==> src/rtl/fechadura_pkg.sv <==
// Shared lock types: keypad entry packet, key-code constants and FSM state enums
// for the digit collector and the lock control unit.
package fechadura_pkg;

   localparam int unsigned SENHA_DIGITS = 20;

   localparam logic [3:0] KEY_ENTER    = 4'hA;
   localparam logic [3:0] KEY_CANCEL   = 4'hB;
   localparam logic [3:0] CODE_EXPIRED = 4'hE;
   localparam logic [3:0] CODE_EMPTY   = 4'hF;

   // digits[0] is the newest digit and sits in the least-significant nibble
   typedef struct packed {
      logic [SENHA_DIGITS-1:0][3:0] digits;
   } senhaPac_t;

   localparam senhaPac_t PACOTE_VAZIO = senhaPac_t'({SENHA_DIGITS{CODE_EMPTY}});

   typedef enum logic [1:0] {
      IDLE,
      COLETANDO,
      EMITIR
   } coletor_estado_t;

   typedef enum logic [2:0] {
      FECH_TRANCADA,
      FECH_AGUARDA_SENHA,
      FECH_VERIFICA,
      FECH_ABERTA,
      FECH_BLOQUEADA
   } fechadura_estado_t;

   function automatic senhaPac_t pacote_codigo(input logic [3:0] codigo);
      senhaPac_t p;
      p = PACOTE_VAZIO;
      p.digits[0] = codigo;
      return p;
   endfunction

endpackage

==> src/rtl/coletor_digitos_temporizador.sv <==
// Inactivity timer: counts enabled cycles since the last clear and flags the
// cycle in which the count reaches TIMEOUT_CYCLES-1.
module temporizador_inatividade #(
   parameter int unsigned TIMEOUT_CYCLES = 5000
) (
   input  logic clk,
   input  logic rst,
   input  logic clear,
   input  logic enable,
   output logic expired
);

   localparam logic [31:0] LIMITE = 32'(TIMEOUT_CYCLES - 1);

   logic [31:0] cnt;

   // NOTE: sequential state uses non-blocking assignments so every register samples pre-edge values.
   always_ff @(posedge clk or posedge rst) begin
      if (rst)         cnt <= '0;
      else if (clear)  cnt <= '0;
      else if (enable) cnt <= cnt + 32'd1;
   end

   assign expired = enable && (cnt == LIMITE);

endmodule

==> src/rtl/coletor_digitos.sv <==
// Keypad digit collector: assembles digit keys into a packet, terminated by
// enter, cancel or inactivity timeout, and strobes the packet out for one cycle.
module coletor_digitos
   import fechadura_pkg::*;
#(
   parameter int unsigned TIMEOUT_CYCLES = 5000,
   parameter int unsigned MAX_DIGITS     = SENHA_DIGITS
) (
   input  logic       clk,
   input  logic       rst,
   input  logic       teclado_en,
   input  logic [3:0] key_code,
   input  logic       key_valid,
   output senhaPac_t  digitos_value,
   output logic       digitos_valid
);

   localparam logic [4:0] MAX_CNT = 5'(MAX_DIGITS);

   coletor_estado_t state, state_n;
   logic [4:0]      count, count_n;
   senhaPac_t       buffer, buffer_n, pacote_n;
   logic            emit_n;
   logic            tmr_clear, tmr_expired, key_accept;
   logic            is_digit, is_enter, is_cancel;

   assign is_digit  = key_valid && (key_code <= 4'd9);
   assign is_enter  = key_valid && (key_code == KEY_ENTER);
   assign is_cancel = key_valid && (key_code == KEY_CANCEL);

   // A full buffer swallows further digits without touching the timer.
   assign key_accept = (is_digit && (count < MAX_CNT)) || is_enter || is_cancel;
   assign tmr_clear  = !teclado_en || (state != COLETANDO) || key_accept;

   temporizador_inatividade #(
      .TIMEOUT_CYCLES(TIMEOUT_CYCLES)
   ) u_temporizador (
      .clk    (clk),
      .rst    (rst),
      .clear  (tmr_clear),
      .enable (state == COLETANDO),
      .expired(tmr_expired)
   );

   // NOTE: every always_comb output gets a default first, so no path can infer a latch.
   always_comb begin
      state_n  = state;
      count_n  = count;
      buffer_n = buffer;
      pacote_n = digitos_value;
      emit_n   = 1'b0;

      if (!teclado_en) begin
         state_n  = IDLE;
         count_n  = '0;
         buffer_n = PACOTE_VAZIO;
      end else begin
         unique case (state)
            IDLE: begin
               if (is_digit) begin
                  buffer_n = pacote_codigo(key_code);
                  count_n  = 5'd1;
                  state_n  = COLETANDO;
               end else if (is_enter) begin
                  pacote_n = PACOTE_VAZIO;
                  emit_n   = 1'b1;
                  state_n  = EMITIR;
               end else if (is_cancel) begin
                  pacote_n = pacote_codigo(KEY_CANCEL);
                  buffer_n = PACOTE_VAZIO;
                  count_n  = '0;
                  emit_n   = 1'b1;
                  state_n  = EMITIR;
               end
            end
            COLETANDO: begin
               if (is_digit) begin
                  if (count < MAX_CNT) begin
                     buffer_n.digits = {buffer.digits[SENHA_DIGITS-2:0], key_code};
                     count_n         = count + 5'd1;
                  end
               end else if (is_enter) begin
                  pacote_n = buffer;
                  emit_n   = 1'b1;
                  state_n  = EMITIR;
               end else if (is_cancel) begin
                  pacote_n = pacote_codigo(KEY_CANCEL);
                  buffer_n = PACOTE_VAZIO;
                  count_n  = '0;
                  emit_n   = 1'b1;
                  state_n  = EMITIR;
               end else if (tmr_expired) begin
                  pacote_n = pacote_codigo(CODE_EXPIRED);
                  buffer_n = PACOTE_VAZIO;
                  count_n  = '0;
                  emit_n   = 1'b1;
                  state_n  = EMITIR;
               end
            end
            EMITIR: begin
               count_n = '0;
               state_n = IDLE;
            end
            default: state_n = IDLE;
         endcase
      end
   end

   always_ff @(posedge clk or posedge rst) begin
      if (rst) begin
         state         <= IDLE;
         count         <= '0;
         buffer        <= PACOTE_VAZIO;
         digitos_value <= PACOTE_VAZIO;
         digitos_valid <= 1'b0;
      end else begin
         state         <= state_n;
         count         <= count_n;
         buffer        <= buffer_n;
         digitos_value <= pacote_n;
         digitos_valid <= emit_n;
      end
   end

endmodule

==> config.mk <==
export PLATFORM = sky130hd
export DESIGN_NAME = coletor_digitos
export DESIGN_NICKNAME = d
export VERILOG_FILES = /design/src/rtl/fechadura_pkg.sv /design/src/rtl/coletor_digitos_temporizador.sv /design/src/rtl/coletor_digitos.sv
export SDC_FILE = /design/constraint.sdc
export NUM_CORES = 1
export LEC_CHECK = 0
export CELL_PAD_IN_SITES_DETAIL_PLACEMENT = 2
export CELL_PAD_IN_SITES_GLOBAL_PLACEMENT = 2
export CORE_MARGIN = 2
export CORE_UTILIZATION = 35
export DETAILED_ROUTE_END_ITERATION = 8
export GPL_TIMING_DRIVEN = 0
export PLACE_DENSITY = 0.77
export SYNTH_ARGS = -nofsm -noshare
export SYNTH_HDL_FRONTEND = slang
export SYNTH_HIERARCHICAL = 1
export SYNTH_SLANG_ARGS = --single-unit
==> constraint.sdc <==
create_clock -name clk -period 4.7 [get_ports clk]
set_clock_uncertainty 0.15 [all_clocks]
set_input_delay 0.705 -clock clk [delete_from_list [all_inputs] [get_ports clk]]
set_output_delay 0.705 -clock clk [all_outputs]
set_load 0.005 [all_outputs]
==> results of run 1 <==
## critical path, stage by stage
cell and delay (ns):
clkdlybuf4s50_1 0.57, o21ai_0 0.35, nand2_1 0.25, o21ai_0 0.77
o211ai_2 0.31, or4_4 0.64, buf_2 0.22, o41ai_1 0.44
a21oi_1 0.14
## worst max path at each step
stage	endpoint	startpoint	cells after the start	slack [ns]
CTS	u_temporizador/cnt[26]$_DFFE_PP0P_	key_code[1]	9	0.50
detailed placement	u_temporizador/cnt[26]$_DFFE_PP0P_	key_code[1]	9	0.18
finish	u_temporizador/cnt[26]$_DFFE_PP0P_	key_code[1]	9	0.44
global route	u_temporizador/cnt[26]$_DFFE_PP0P_	key_code[1]	9	0.19
global placement	u_temporizador/cnt[28]$_DFFE_PP0P_	key_code[1]	8	0.36
floorplan	u_temporizador/cnt[28]$_DFFE_PP0P_	key_code[1]	7	1.59
## cells in the mapped netlist, types with 2 or more instances
cell	n	area, µm²
or3_1	6	37.5
nor2b_1	9	56.3
buf_2	22	110
and3_1	4	25.0
a21oi_1	23	115
o21ai_0	12	60.1
xnor2_1	9	78.8
and2_1	2	12.5
mux2_2	5	56.3
dfstp_2	160	4200
and4b_1	2	20.0
buf_1	8	30.0
xor2_1	3	26.3
o41ai_1	2	17.5
nor3_1	6	30.0
inv_1	12	45.0
nand3_1	15	75.1
nor2_1	30	113
nand4_1	8	50.1
or4_4	2	22.5
o22ai_1	4	25.0
clkbuf_1	8	30.0
a22oi_1	2	15.0
nand2_1	19	71.3
nor3b_1	3	22.5
ha_1	5	62.6
o31ai_1	12	90.1
o22a_1	154	1350
dfrtp_1	40	1000
buf_4	5	37.5
nor4_1	10	62.6
o21a_1	3	22.5
o2111a_1	3	33.8
or4_1	13	97.6
buf_6	4	45.0
## registers in the layout (all words and copies together), names as in the netlist
| name | count |
|---|---|
| buffer | 80 |
| digitos_value | 80 |
| u_temporizador/cnt | 32 |
| count | 5 |
| state | 2 |
| digitos_valid | 1 |
## layout make-up
type                       count  area [µm²]
tap                          319         399
buffer                        48         258
clock inverter                14         190
multi-input combinational    388        2870
timing repair buffer          92         968
inverter                      12        48.8
clock buffer                  18         439
sequential                   200        5200
fill                        2305       13100
## stage by stage
stage / cell area, µm² / util [%] / std cells / power, W / hold slack [ns]
CTS: 10300 / 44.1 / 1090 / 0.00473 / 0.367
finish: 10400 / 44.2 / 1091 / 0.00467 / 0.361
global route: 10400 / 44.2 / 1091 / 0.00490 / 0.377
global placement: 9660 / 41.2 / 1055 / 0.00312 / 0.347
floorplan: 8380 / - / 648 / 0.00257 / 0.339
detailed placement: 9720 / 41.4 / 1058 / 0.00319 / 0.355
## power by group
| group | leakage, nW | internal [W] | switching (W) |
|---|---|---|---|
| combinational | 1.12 | 0.000547 | 0.000339 |
| sequential | 2.24 | 0.00211 | 0.000158 |
| clock | 0.304 | 0.000746 | 0.000774 |
## per-layer routing
layer	global-route usage (%)	vias to the layer above	routed length, µm
met5	0	-	0
met4	6.31	0	373
met3	3.35	29	751
met2	37.6	99	13300
met1	25.7	3246	10200
li1	-	2708	-
## cells in the final DEF (no fill, tap or decap), types with 8 or more instances in the layout
cell type          n
a21oi_1           23
o31ai_1           12
o21ai_0           12
buf_2             22
buf_1              8
nor4_1            10
o22a_1           154
clkbuf_1           8
nand4_1            8
clkdlybuf4s50_1   88
nand3_1           15
nor2_1            30
nand2_1           19
clkbuf_16         17
nor2b_1            9
dfrtp_1           40
or4_1             13
inv_1             10
xnor2_1            9
dfstp_2          160
## logic make-up (layout without fill, tap and decap cells)
group / after synthesis / count (layout)
adder cells (fa/ha/maj): 5 / 5
XOR/XNOR: 12 / 12
flip-flops: 200 / 200
buffers and inverters: 60 / 184
AO/OA/AOI/OAI: 226 / 226
AND/OR/NAND/NOR: 139 / 139
multiplexers: 6 / 6
==> flow_summary.toml, run 1 <==
[status]
status = "complete, no violations"

[detailed_routing]
viasPerCell = 5.57
dr.pass1.iters = 5
routedWlPerCell_um = 22.6
drt.antenna.violating_nets = 0
drt_wl_total_mm = 24.6
dr_total_vias = 6082
drc_errors = 0
drtIter0Drc = 275

[synthesis]
synth_edf_count = 0
synth_adder_area_share_pct = 0.747
postSynthCellCount = 648
synth_flop_cell = "dfstp_2"
synth_compound_area_share_pct = 21.9
ys_seq_area_share_pct = 62.1
muxShareOfSynthArea_pct = 0.792
syn_area_um2 = 8380
synth_top_family_by_area = "compound AO/OA/AOI/OAI gates"
synth_warnings = 6
synth-xor-area-share_pct = 1.25
ys_ff_latch = 200
syn_avg_cell_area_um2 = 12.9
ys_async_sr_fraction_pct = 100
synth_nets = 661
synthSimpleGateAreaFrac_pct = 9.59
synth.distinct_cells = 58

[worst_setup_path]
required_ns = 4.85
end_kind = "flip-flop"
path_class = "input port to flip-flop"
startpoint_type = "input port"
cp.arrival_ns = 4.41
r2r_slack_ns = 0.70
rr_worst_depth = 13
crit_fanout = 10
r2r_end = "buffer[3]$_DFFE_PP1P_"
r2r_start = "state[1]$_DFFE_PP0P_"

[placed_design]
hpwl_mm = 16.9
port_buffers = 88
pre_cts_slack_ns = 0.178
gp_congestion = 0.790

[die]
num_io_pins = 89
core_um2 = 23500
fp.dieW_um = 159
fp.dieH_um = 159
start_util_pct = 35.7
dieArea_um2 = 25200
num_rows = 56

[min_path]
hp-class = "flip-flop to flip-flop"
hold_depth = 2
holdPathEnd = "digitos_value[0]$_DFFE_PP1P_"
hp-start = "digitos_value[0]$_DFFE_PP1P_"

[sta]
slew_headroom_pct = 40.0
setup_violations = 0
slew_violations = 0
worstMarginPinSlew_ns = 0.891
tns_ns = 0
period_share_pct = 90.6
clock.fmax_ghz = 0.235
timing.final.hold_violations = 0
rsz0062_at_grt = "no"
period_needed_ns = 4.26
setup_slack_ns = 0.440

[clock_network]
post_cts_buffers = 0
htree_levels = 4
clockRootBuffer = "clkbuf_16"
hold_buffers = 0
cts_buffers = 17
cts_buffer_depth = 2
cts_tree = "done"
clkTransAtPathRegs_ns = 0.08
clock-sinks = 200
cts_resized = 0
clk_latency_ns = 0.44

[grt]
grt_start_max_net_pins = 47
grt_pass1_vias = 6943
grt_overflow = 0
grt_pass1_wl_mm = 40.2
antenna_found_initial = 0
grt_use_total_pct = 20.9

[power]
p_per_area_nw_per_um2 = 450
ir_drop_mv = 0.237
leakagePower_nw = 3.67

[final_layout]
area_growth_pct = 23.9
num_antenna_cells = 0
num-nets-final = 772
layout-drive-gt1-share_pct = 31.6

[flow_run]
drv_cap = 0
No activity file was read; power rests on OpenSTA's default activity.
==> inputs of run 2 (changes only) <==
- PLACE_DENSITY: 0.77 -> 0.74
- clock period: 4.7 -> 4.84 ns (I/O delays scaled with it)
==> flow_summary.toml, run 2 (synthesis gave the netlist of run 1 again) <==
[sta]
slew_violations = 0
timing.hold.ws_ns = 0.365
period_share_pct = 82.3
period_needed_ns = 3.98
setup_violations = 0
slew_headroom_pct = 45.4
tns_ns = 0
clock.fmax_ghz = 0.251
worstMarginPinSlew_ns = 0.818
setup_slack_ns = 0.858
rsz0062_at_grt = "no"
timing.final.hold_violations = 0

[worst_setup_path]
crit_fanout = 10
r2r_end = "buffer[3]$_DFFE_PP1P_"
required_ns = 4.98
end_kind = "flip-flop"
path_class = "input port to flip-flop"
cp.arrival_ns = 4.13
r2r_start = "state[1]$_DFFE_PP0P_"
rr_worst_depth = 13
startpoint_type = "input port"
r2r_slack_ns = 1.05

[grt]
grt_pass1_wl_mm = 38.1
antenna_found_initial = 0
grt_pass1_vias = 6672
grt_overflow = 0
grt_use_total_pct = 19.6
grt_start_max_net_pins = 47

[clock_network]
clock-sinks = 200
htree_levels = 4
cts_buffer_depth = 2
post_cts_buffers = 0
cts_resized = 0
clkTransAtPathRegs_ns = 0.08
clk_latency_ns = 0.44
clockRootBuffer = "clkbuf_16"
cts_buffers = 17
cts_tree = "done"
hold_buffers = 0

[final_layout]
layout_common_cells = "dfstp_2 (160), o22a_1 (154), clkdlybuf4s50_1 (88)"
num-nets-final = 772
layout-drive-gt1-share_pct = 31.6
reg_top3 = "buffer: 80 flops, digitos_value: 80 flops, u_temporizador/cnt: 32 flops"
area_growth_pct = 23.6
utilization_pct = 44.1
num_antenna_cells = 0
layout_commonest_cell = "dfstp_2"

[status]
status = "complete, no violations"

[power]
p_per_area_nw_per_um2 = 436
ir_drop_mv = 0.202
leakagePower_nw = 3.66

[detailed_routing]
viasPerCell = 5.48
dr.pass1.iters = 4
drt_wl_total_mm = 23.2
drtIter0Drc = 229
drt.antenna.violating_nets = 0
routedWlPerCell_um = 21.2
dr_total_vias = 5978
drc_errors = 0

[die]
num_rows = 56
num_io_pins = 89
fp.dieW_um = 159
dieArea_um2 = 25200
core_um2 = 23500
fp.dieH_um = 159
start_util_pct = 35.7

[min_path]
holdPathEnd = "digitos_value[12]$_DFFE_PP1P_"
hp-start = "digitos_value[12]$_DFFE_PP1P_"
hold_depth = 1
hp-class = "flip-flop to flip-flop"

[placed_design]
hpwl_mm = 16.3
port_buffers = 88
gp_congestion = 0.795
pre_cts_slack_ns = 0.460

[flow_run]
drv_cap = 0
run 2: where the power goes:
| part | switching, W | leakage [nW] | internal (W) |
|---|---|---|---|
| combinational | 0.000321 | 1.12 | 0.000531 |
| clock | 0.000754 | 0.295 | 0.000714 |
| sequential | 0.000152 | 2.24 | 0.00205 |
run 2: layout make-up:
class	count	area [µm²]
timing repair buffer	92	961
multi-input combinational	388	2870
clock buffer	17	425
sequential	200	5200
buffer	48	258
fill	2329	13100
tap	319	399
clock inverter	15	190
inverter	12	48.8
run 2: worst max-delay path by stage:
stage / startpoint / to / slack [ns] / depth (start not counted)
after floorplan: key_code[1] / u_temporizador/cnt[28]$_DFFE_PP0P_ / 1.71 / 7
after global placement: key_code[1] / u_temporizador/cnt[28]$_DFFE_PP0P_ / 0.54 / 8
after detailed placement: key_code[1] / u_temporizador/cnt[28]$_DFFE_PP0P_ / 0.46 / 8
after CTS: key_code[1] / u_temporizador/cnt[26]$_DFFE_PP0P_ / 0.87 / 9
after global routing: key_code[1] / u_temporizador/cnt[26]$_DFFE_PP0P_ / 0.65 / 9
final: key_code[1] / u_temporizador/cnt[26]$_DFFE_PP0P_ / 0.86 / 9
run 2: worst max-delay path: stages:
cell,delay [ns]
clkdlybuf4s50_1,0.56
o21ai_0,0.30
nand2_1,0.20
o21ai_0,0.59
o211ai_2,0.30
or4_4,0.65
buf_2,0.22
o41ai_1,0.46
a21oi_1,0.12
run 2: metrics by stage:
step | std cells | total power (W) | cell area, µm²
3_5_place_dp | 1058 | 0.00309 | 9720
4_1_cts | 1090 | 0.00459 | 10300
3_3_place_gp | 1055 | 0.00304 | 9660
2_1_floorplan | 648 | 0.00249 | 8380
6_report | 1091 | 0.00452 | 10400
5_1_grt | 1091 | 0.00473 | 10400
run 2: layer usage:
layer  share of wire [%]  GRT usage, %
met4                 1.3          5.53
met1                  44          24.5
met2                  52          35.0
met5                   0             0
met3                 2.7          3.16
